--- src/rtl/pinpong_pkg.sv ---
// Shared encodings for the ping-pong match sequencer.
// State, side and default match constants.
package pinpong_pkg;

  typedef enum logic [2:0] {
    ST_IDLE        = 3'd0,
    ST_SERVE_WAIT  = 3'd1,
    ST_RALLY       = 3'd2,
    ST_POINT_PAUSE = 3'd3,
    ST_GAME_OVER   = 3'd4
  } state_t;

  localparam logic SIDE_SELF  = 1'b0;
  localparam logic SIDE_ENEMY = 1'b1;

  localparam int DEF_WIN_SCORE   = 11;
  localparam int DEF_PAUSE_TICKS = 4;

endpackage

--- src/rtl/pinpong_score_unit.sv ---
// Score counters, win/deuce detect, service rotation
// and winner latch for one match.
import pinpong_pkg::*;

module pinpong_score_unit #(
  parameter int WIN_SCORE  = DEF_WIN_SCORE,
  parameter int SCORE_W    = 5,
  parameter int SERVE_SWAP = 2,
  parameter int DEUCE_EN   = 1
) (
  input  logic               clk,
  input  logic               reset,
  input  logic               clear,
  input  logic               award,
  input  logic               side,
  output logic [SCORE_W-1:0] score_self,
  output logic [SCORE_W-1:0] score_enemy,
  output logic               server,
  output logic               winner,
  output logic               win
);

  localparam int RW = (SERVE_SWAP < 2) ? 1
                    : $clog2(SERVE_SWAP + 1);

  localparam logic [SCORE_W-1:0] MAX = '1;
  localparam logic [SCORE_W-1:0] WIN =
    SCORE_W'(WIN_SCORE);
  localparam logic [SCORE_W-1:0] WIN_M1 =
    SCORE_W'(WIN_SCORE - 1);
  localparam logic [SCORE_W:0] TWO =
    (SCORE_W+1)'(2);
  localparam logic [RW-1:0] SWAP =
    RW'(SERVE_SWAP);

  logic [RW-1:0]      rot;
  logic [RW-1:0]      rot_inc;
  logic [SCORE_W-1:0] nx_self;
  logic [SCORE_W-1:0] nx_enemy;
  logic               deuce;

  function automatic logic win_of(
    input logic [SCORE_W-1:0] a,
    input logic [SCORE_W-1:0] b
  );
    logic [SCORE_W:0] ax;
    logic [SCORE_W:0] bx;
    ax = {1'b0, a};
    bx = {1'b0, b};
    if (DEUCE_EN != 0)
      return (a >= WIN && ax >= bx + TWO) ||
             (b >= WIN && bx >= ax + TWO) ||
             a == MAX || b == MAX;
    else
      return a == WIN || b == WIN;
  endfunction

  assign win     = win_of(score_self, score_enemy);
  assign rot_inc = rot + 1'b1;
  assign deuce   = (DEUCE_EN != 0) &&
                   score_self  >= WIN_M1 &&
                   score_enemy >= WIN_M1;

  always_comb begin
    nx_self  = score_self;
    nx_enemy = score_enemy;
    if (award) begin
      if (side == SIDE_ENEMY) begin
        if (score_enemy != MAX)
          nx_enemy = score_enemy + 1'b1;
      end else begin
        if (score_self != MAX)
          nx_self = score_self + 1'b1;
      end
    end
  end

  always_ff @(posedge clk) begin
    if (!reset || clear) begin
      score_self  <= '0;
      score_enemy <= '0;
      server      <= SIDE_SELF;
      winner      <= SIDE_SELF;
      rot         <= '0;
    end else if (award) begin
      score_self  <= nx_self;
      score_enemy <= nx_enemy;
      if (deuce) begin
        server <= ~server;
        rot    <= '0;
      end else if (rot_inc == SWAP) begin
        server <= ~server;
        rot    <= '0;
      end else begin
        rot <= rot_inc;
      end
      // latch the winner with the deciding point
      if (win_of(nx_self, nx_enemy))
        winner <= (nx_enemy > nx_self);
    end
  end

endmodule

--- src/rtl/pinpong_match_ctrl.sv ---
// Match-level sequencer: serve/rally gating, point
// pauses and game-over handling above the rally engine.
import pinpong_pkg::*;

module pinpong_match_ctrl #(
  parameter int WIN_SCORE   = DEF_WIN_SCORE,
  parameter int SCORE_W     = 5,
  parameter int SERVE_SWAP  = 2,
  parameter int PAUSE_TICKS = DEF_PAUSE_TICKS,
  parameter int DEUCE_EN    = 1
) (
  input  logic               clk,
  input  logic               reset,
  input  logic               tick,
  input  logic               start_btn,
  input  logic               rally_start,
  input  logic               point_self,
  input  logic               point_enemy,
  output logic               serve_en,
  output logic               rally_en,
  output logic               server,
  output logic [SCORE_W-1:0] score_self,
  output logic [SCORE_W-1:0] score_enemy,
  output logic               game_over,
  output logic               winner,
  output logic [2:0]         state_dbg
);

  localparam int PW = (PAUSE_TICKS < 1) ? 1
                    : $clog2(PAUSE_TICKS + 1);

  state_t        state;
  state_t        nstate;
  logic [PW-1:0] pause_cnt;
  logic          btn_low;
  logic          start_edge;
  logic          award;
  logic          clear;
  logic          win;
  logic          srv_nx;

  // btn_low: button was sampled low last cycle
  assign start_edge = start_btn & btn_low;
  assign award      = (state == ST_RALLY) &
                      (point_self ^ point_enemy);
  assign clear      = (state == ST_GAME_OVER) &
                      start_edge;
  assign srv_nx     = clear ? SIDE_SELF : server;
  assign state_dbg  = state;

  always_comb begin
    nstate = state;
    unique case (state)
      ST_IDLE:
        if (start_edge) nstate = ST_SERVE_WAIT;
      ST_SERVE_WAIT:
        if (rally_start) nstate = ST_RALLY;
      ST_RALLY:
        if (point_self && point_enemy)
          nstate = ST_SERVE_WAIT;
        else if (point_self || point_enemy)
          nstate = ST_POINT_PAUSE;
      ST_POINT_PAUSE:
        if (pause_cnt == '0)
          nstate = win ? ST_GAME_OVER
                       : ST_SERVE_WAIT;
      ST_GAME_OVER:
        if (start_edge) nstate = ST_SERVE_WAIT;
      default:
        nstate = ST_IDLE;
    endcase
  end

  always_ff @(posedge clk) begin
    if (!reset) begin
      state     <= ST_IDLE;
      pause_cnt <= '0;
      btn_low   <= 1'b0;
      serve_en  <= 1'b0;
      rally_en  <= 1'b0;
      game_over <= 1'b0;
    end else begin
      state   <= nstate;
      btn_low <= ~start_btn;
      if (state == ST_RALLY &&
          nstate == ST_POINT_PAUSE)
        pause_cnt <= PW'(PAUSE_TICKS);
      else if (state == ST_POINT_PAUSE &&
               tick && pause_cnt != '0)
        pause_cnt <= pause_cnt - 1'b1;
      serve_en  <= (nstate == ST_SERVE_WAIT) &&
                   (srv_nx == SIDE_SELF);
      rally_en  <= (nstate == ST_RALLY);
      game_over <= (nstate == ST_GAME_OVER);
    end
  end

  pinpong_score_unit #(
    .WIN_SCORE  (WIN_SCORE),
    .SCORE_W    (SCORE_W),
    .SERVE_SWAP (SERVE_SWAP),
    .DEUCE_EN   (DEUCE_EN)
  ) u_score (
    .clk         (clk),
    .reset       (reset),
    .clear       (clear),
    .award       (award),
    .side        (point_enemy),
    .score_self  (score_self),
    .score_enemy (score_enemy),
    .server      (server),
    .winner      (winner),
    .win         (win)
  );

endmodule

--- config.mk ---
export PLATFORM = sky130hd
export DESIGN_NAME = pinpong_match_ctrl
export DESIGN_NICKNAME = d
export VERILOG_FILES = /design/src/rtl/pinpong_pkg.sv /design/src/rtl/pinpong_score_unit.sv /design/src/rtl/pinpong_match_ctrl.sv
export SDC_FILE = /design/constraint.sdc
export NUM_CORES = 1
export LEC_CHECK = 0
export ABC_AREA = 1
export CAP_MARGIN = 20
export CORE_MARGIN = 4
export CORE_UTILIZATION = 45
export CTS_CLUSTER_DIAMETER = 80
export DETAILED_ROUTE_END_ITERATION = 10
export GPL_TIMING_DRIVEN = 0
export PLACE_DENSITY = 0.74
export SLEW_MARGIN = 20
export SYNTH_ARGS = -nofsm -noshare
export SYNTH_HDL_FRONTEND = slang
export SYNTH_HIERARCHICAL = 1
export SYNTH_SLANG_ARGS = --single-unit
--- constraint.sdc ---
create_clock -name clk -period 7.15 [get_ports clk]
set_input_delay 1.43 -clock clk [delete_from_list [all_inputs] [get_ports clk]]
set_output_delay 1.43 -clock clk [all_outputs]
set_load 0.05 [all_outputs]
==> results.md <==
* Initial DRC Count at around 130
* Most common cell on crit path: inv_1
* Critical Path AT at 4.57 ns
* Number of global-route vias before repair at ~2.1k
* Slowest cell on the critical path: clkdlybuf4s50_1
* Placed insts at 436
* Worst path cell trace: clkdlybuf4s50_1 > inv_1 > ha_1 > inv_1 > nor2_1 > buf_6 > nand2_4 > clkinv_4 > nand3_2 > nand3_4 > inv_4 > nor2_8 > xnor2_1 > ha_1 > a21oi_1 > nand3b_1 > nand2_1 > inv_1 > nand3_1 > nand2_1 > nand3_2 > a21oi_1 > nor2_1
* Worst IR Drop VDD at 0.0770 mV
* Syn nets at ~380
* Final Setup Violations at 0
* Lkg Pwr at 0.00141 uW
* Routed Antenna Nets at 0
* Residual DRC at 0
* RSZ-0062 raised after global routing: no
* First-pass GRT wire length at 9210 um
* Boundary Pins at 25
* Seq/Total Area, Yosys at ~20%
* Via/cell ratio at between 4 and 5
* Fin cells at 440
* Clk slew on worst S/H paths at roughly 0.090 ns
* Max_cap viols at 0
* Status: complete, no violations
* Hold Crit Depth at 2
* Period Utilization, post-route at approximately three fifths
* Clk_lat worst skew at approximately 0.27 ns
* GPL Wtd Cong at a little over 0.9
* Row count at 26
* Syn Inst Count at approximately 340
* Die Area at about 6600 um^2
* Post-CTS Setup Bufs at 0
* CTS Buf Count at 3
* Yosys reg bits at 24
* WHS at around 0.43 ns
* Ys Warns at 6
* Port-buffer cells at 24
* Hold-fix buffers, CTS at 0
* Min Tclk post-route at between 4 and 5 ns
* Startpoint types: input pin
* TNS Setup at 0 ns
* Relative slew slack at 66.2%
* PostCTS Resize Cnt at 0
* Max incr delay on CP at approximately 0.7 ns
* Die Width at 81.1 um
* Post-Syn Area at ~2400 um^2
* Fin. Hold Viols at 0
* Largest net degree at the start of global routing at 14
* Initial core utilization at 46.8%
* Fmax at about 0.23 GHz
* Worst slew pin tran at 0.505 ns
* Slew Limit Fails at 0
* DP HPWL at 4250 um
* Placed cell area at 2730 um^2
* Critical Path RT at roughly 7.3 ns
* Core Area at approximately 5100 um^2
* Fill count at around 530
* Post-Syn Area per Cell at between 7 and 8 um^2
* R2r worst-path depth at 18
* Clock root cell: clkbuf_8
* Initial antenna violation count at 0
* GR Overflow Total at 0
* Critical Path Fanout Max at 9
* Final Skew at around 0.0032 ns
* Type of the worst setup path: input pin to register
* Routed vias at about 2.1k
* Fin area at between 2000 and 3000 um^2
* All-Layer GR Usage at around 18%
* Clock tree buffer depth at 2
* CTS H-tree depth at 1
* Synth-to-Final Area Change at 15.9%
* Final WL at ~5200 um
* WL/cell at between 10 and 15 um
* Worst hold-check path type: register to register
* Die Y at 81.1 um
* Clock sink count at 24
* CTS tree: yes
* DR pass1 iterations at 4
* Unique cell type count in the Yosys netlist at 35
* Layout cells sized above 1 at about 14%
* Critical path capture point type: register
* Power per cell area at about 94 nW/um^2
* Layout net count at 412
* # diodes at 0
[critical path, delay by kind of cell]
kind | cells | cell delay (ns)
buffers and inverters | 7 | 1.18
AOI/OAI and AO/OA | 2 | 0.28
xor gates and xnor gates | 1 | 0.13
adders and majority gates | 2 | 0.55
and+or+nand+nor | 11 | 0.98
[cells in the mapped netlist]
| cell | number | area share, % |
|---|---|---|
| o221ai_1 | 1 | 0.36 |
| nand3_4 | 3 | 2.2 |
| o21a_1 | 2 | 0.62 |
| o211ai_1 | 7 | 2.2 |
| o21ai_4 | 1 | 0.68 |
| o22ai_1 | 1 | 0.26 |
| o21ai_1 | 3 | 0.62 |
| xor2_1 | 5 | 1.8 |
| nand3_1 | 19 | 4.0 |
| dfxtp_1 | 24 | 20 |
| a21oi_1 | 12 | 2.5 |
| xor2_2 | 1 | 0.68 |
| buf_4 | 1 | 0.31 |
| xnor2_1 | 3 | 1.1 |
| nand3b_1 | 2 | 0.62 |
| clkinv_4 | 1 | 0.36 |
| nor2_2 | 2 | 0.52 |
| and3_1 | 1 | 0.26 |
| nor2_8 | 1 | 0.83 |
| nor2_1 | 39 | 6.1 |
| nand2_4 | 5 | 2.3 |
| nand3_2 | 8 | 3.3 |
| nand2_1 | 68 | 11 |
| o21ai_2 | 3 | 1.1 |
| inv_1 | 60 | 9.4 |
| inv_4 | 1 | 0.26 |
| inv_2 | 6 | 0.94 |
| a22oi_1 | 1 | 0.31 |
| ha_1 | 34 | 18 |
| buf_6 | 1 | 0.47 |
| nand2_2 | 8 | 2.1 |
| nand4_1 | 6 | 1.6 |
| nor2_4 | 5 | 2.3 |
| a21oi_2 | 1 | 0.36 |
| o21ai_0 | 6 | 1.2 |
[sequential cells by signal, summed over array words and instances (netlist names), 2 cells and up]
register,cells
u_score/score_self,5
state_dbg,3
u_score/rot,2
pause_cnt,3
u_score/score_enemy,5
[final timing paths]
| kind | slack [ns] | from | to |
|---|---|---|---|
| max | 2.75 | point_enemy | u_score/winner$_SDFFE_PP0P_ |
| min | 0.43 | u_score/rot[1]$_SDFFE_PP0P_ | u_score/rot[1]$_SDFFE_PP0P_ |
| max reg2reg | 4.35 | u_score/score_enemy[0]$_SDFFE_PP0P_ | u_score/winner$_SDFFE_PP0P_ |
| min reg2reg | 0.43 | u_score/rot[1]$_SDFFE_PP0P_ | u_score/rot[1]$_SDFFE_PP0P_ |
[kinds of logic (layout without fill, tap and decap cells)]
family	count (synthesis)	after routing	synth area share [%]
simple gates	167	167	36.8
buf+inv	70	98	11.7
compound gates	38	38	10.3
fa+ha+maj	34	34	17.7
flops	24	24	20.0
xor+xnor	9	9	3.59
[report_power, final]
| group | internal (uW) | leakage [uW] | switching, uW |
|---|---|---|---|
| logic | 12.2 | 0.00119 | 20.1 |
| clock network | 49.2 | 0.0000288 | 43.7 |
| registers | 135 | 0.000194 | 2.20 |
[layer usage]
metal,vias up,global-route usage [%],wire length (um)
li1,1140,-,-
met1,948,22.3,2520
met2,40,31.3,2510
met3,4,2.44,164
met4,0,3.89,27
met5,-,0,0
[layout make-up]
class	instances	area [um^2]	share of cell area, %
multi-input cells	248	1640	58.9
flip-flops and latches	24	480	17.2
well taps	70	87.6	3.14
clock buffers	4	55.1	1.98
repair buffers	24	240	8.62
inverters	68	263	9.43
plain buffers	2	18.8	0.674
[layout by cell type (no fill, tap or decap), drive strengths merged]
master         netlist  layout
a21oi               13      13
a22oi                1       1
and3                 1       1
buf                  2       2
clkbuf               0       4
clkdlybuf4s50        0      24
clkinv               1       1
dfxtp               24      24
ha                  34      34
inv                 67      67
nand2               81      81
nand3               30      30
nand3b               2       2
nand4                6       6
nor2                47      47
o211ai               7       7
o21a                 2       2
o21ai               13      13
o221ai               1       1
o22ai                1       1
xnor2                3       3
xor2                 6       6
[stage by stage]
stage	setup WS, ns	total power (uW)	utilization (%)
after global routing	2.42	277	54.2
after floorplan	3.49	161	-
after global placement	2.48	172	53.1
after detailed placement	2.47	173	53.1
final	2.75	263	54.2
after CTS	2.73	265	54.2
No activity file was read; power rests on OpenSTA's default activity.
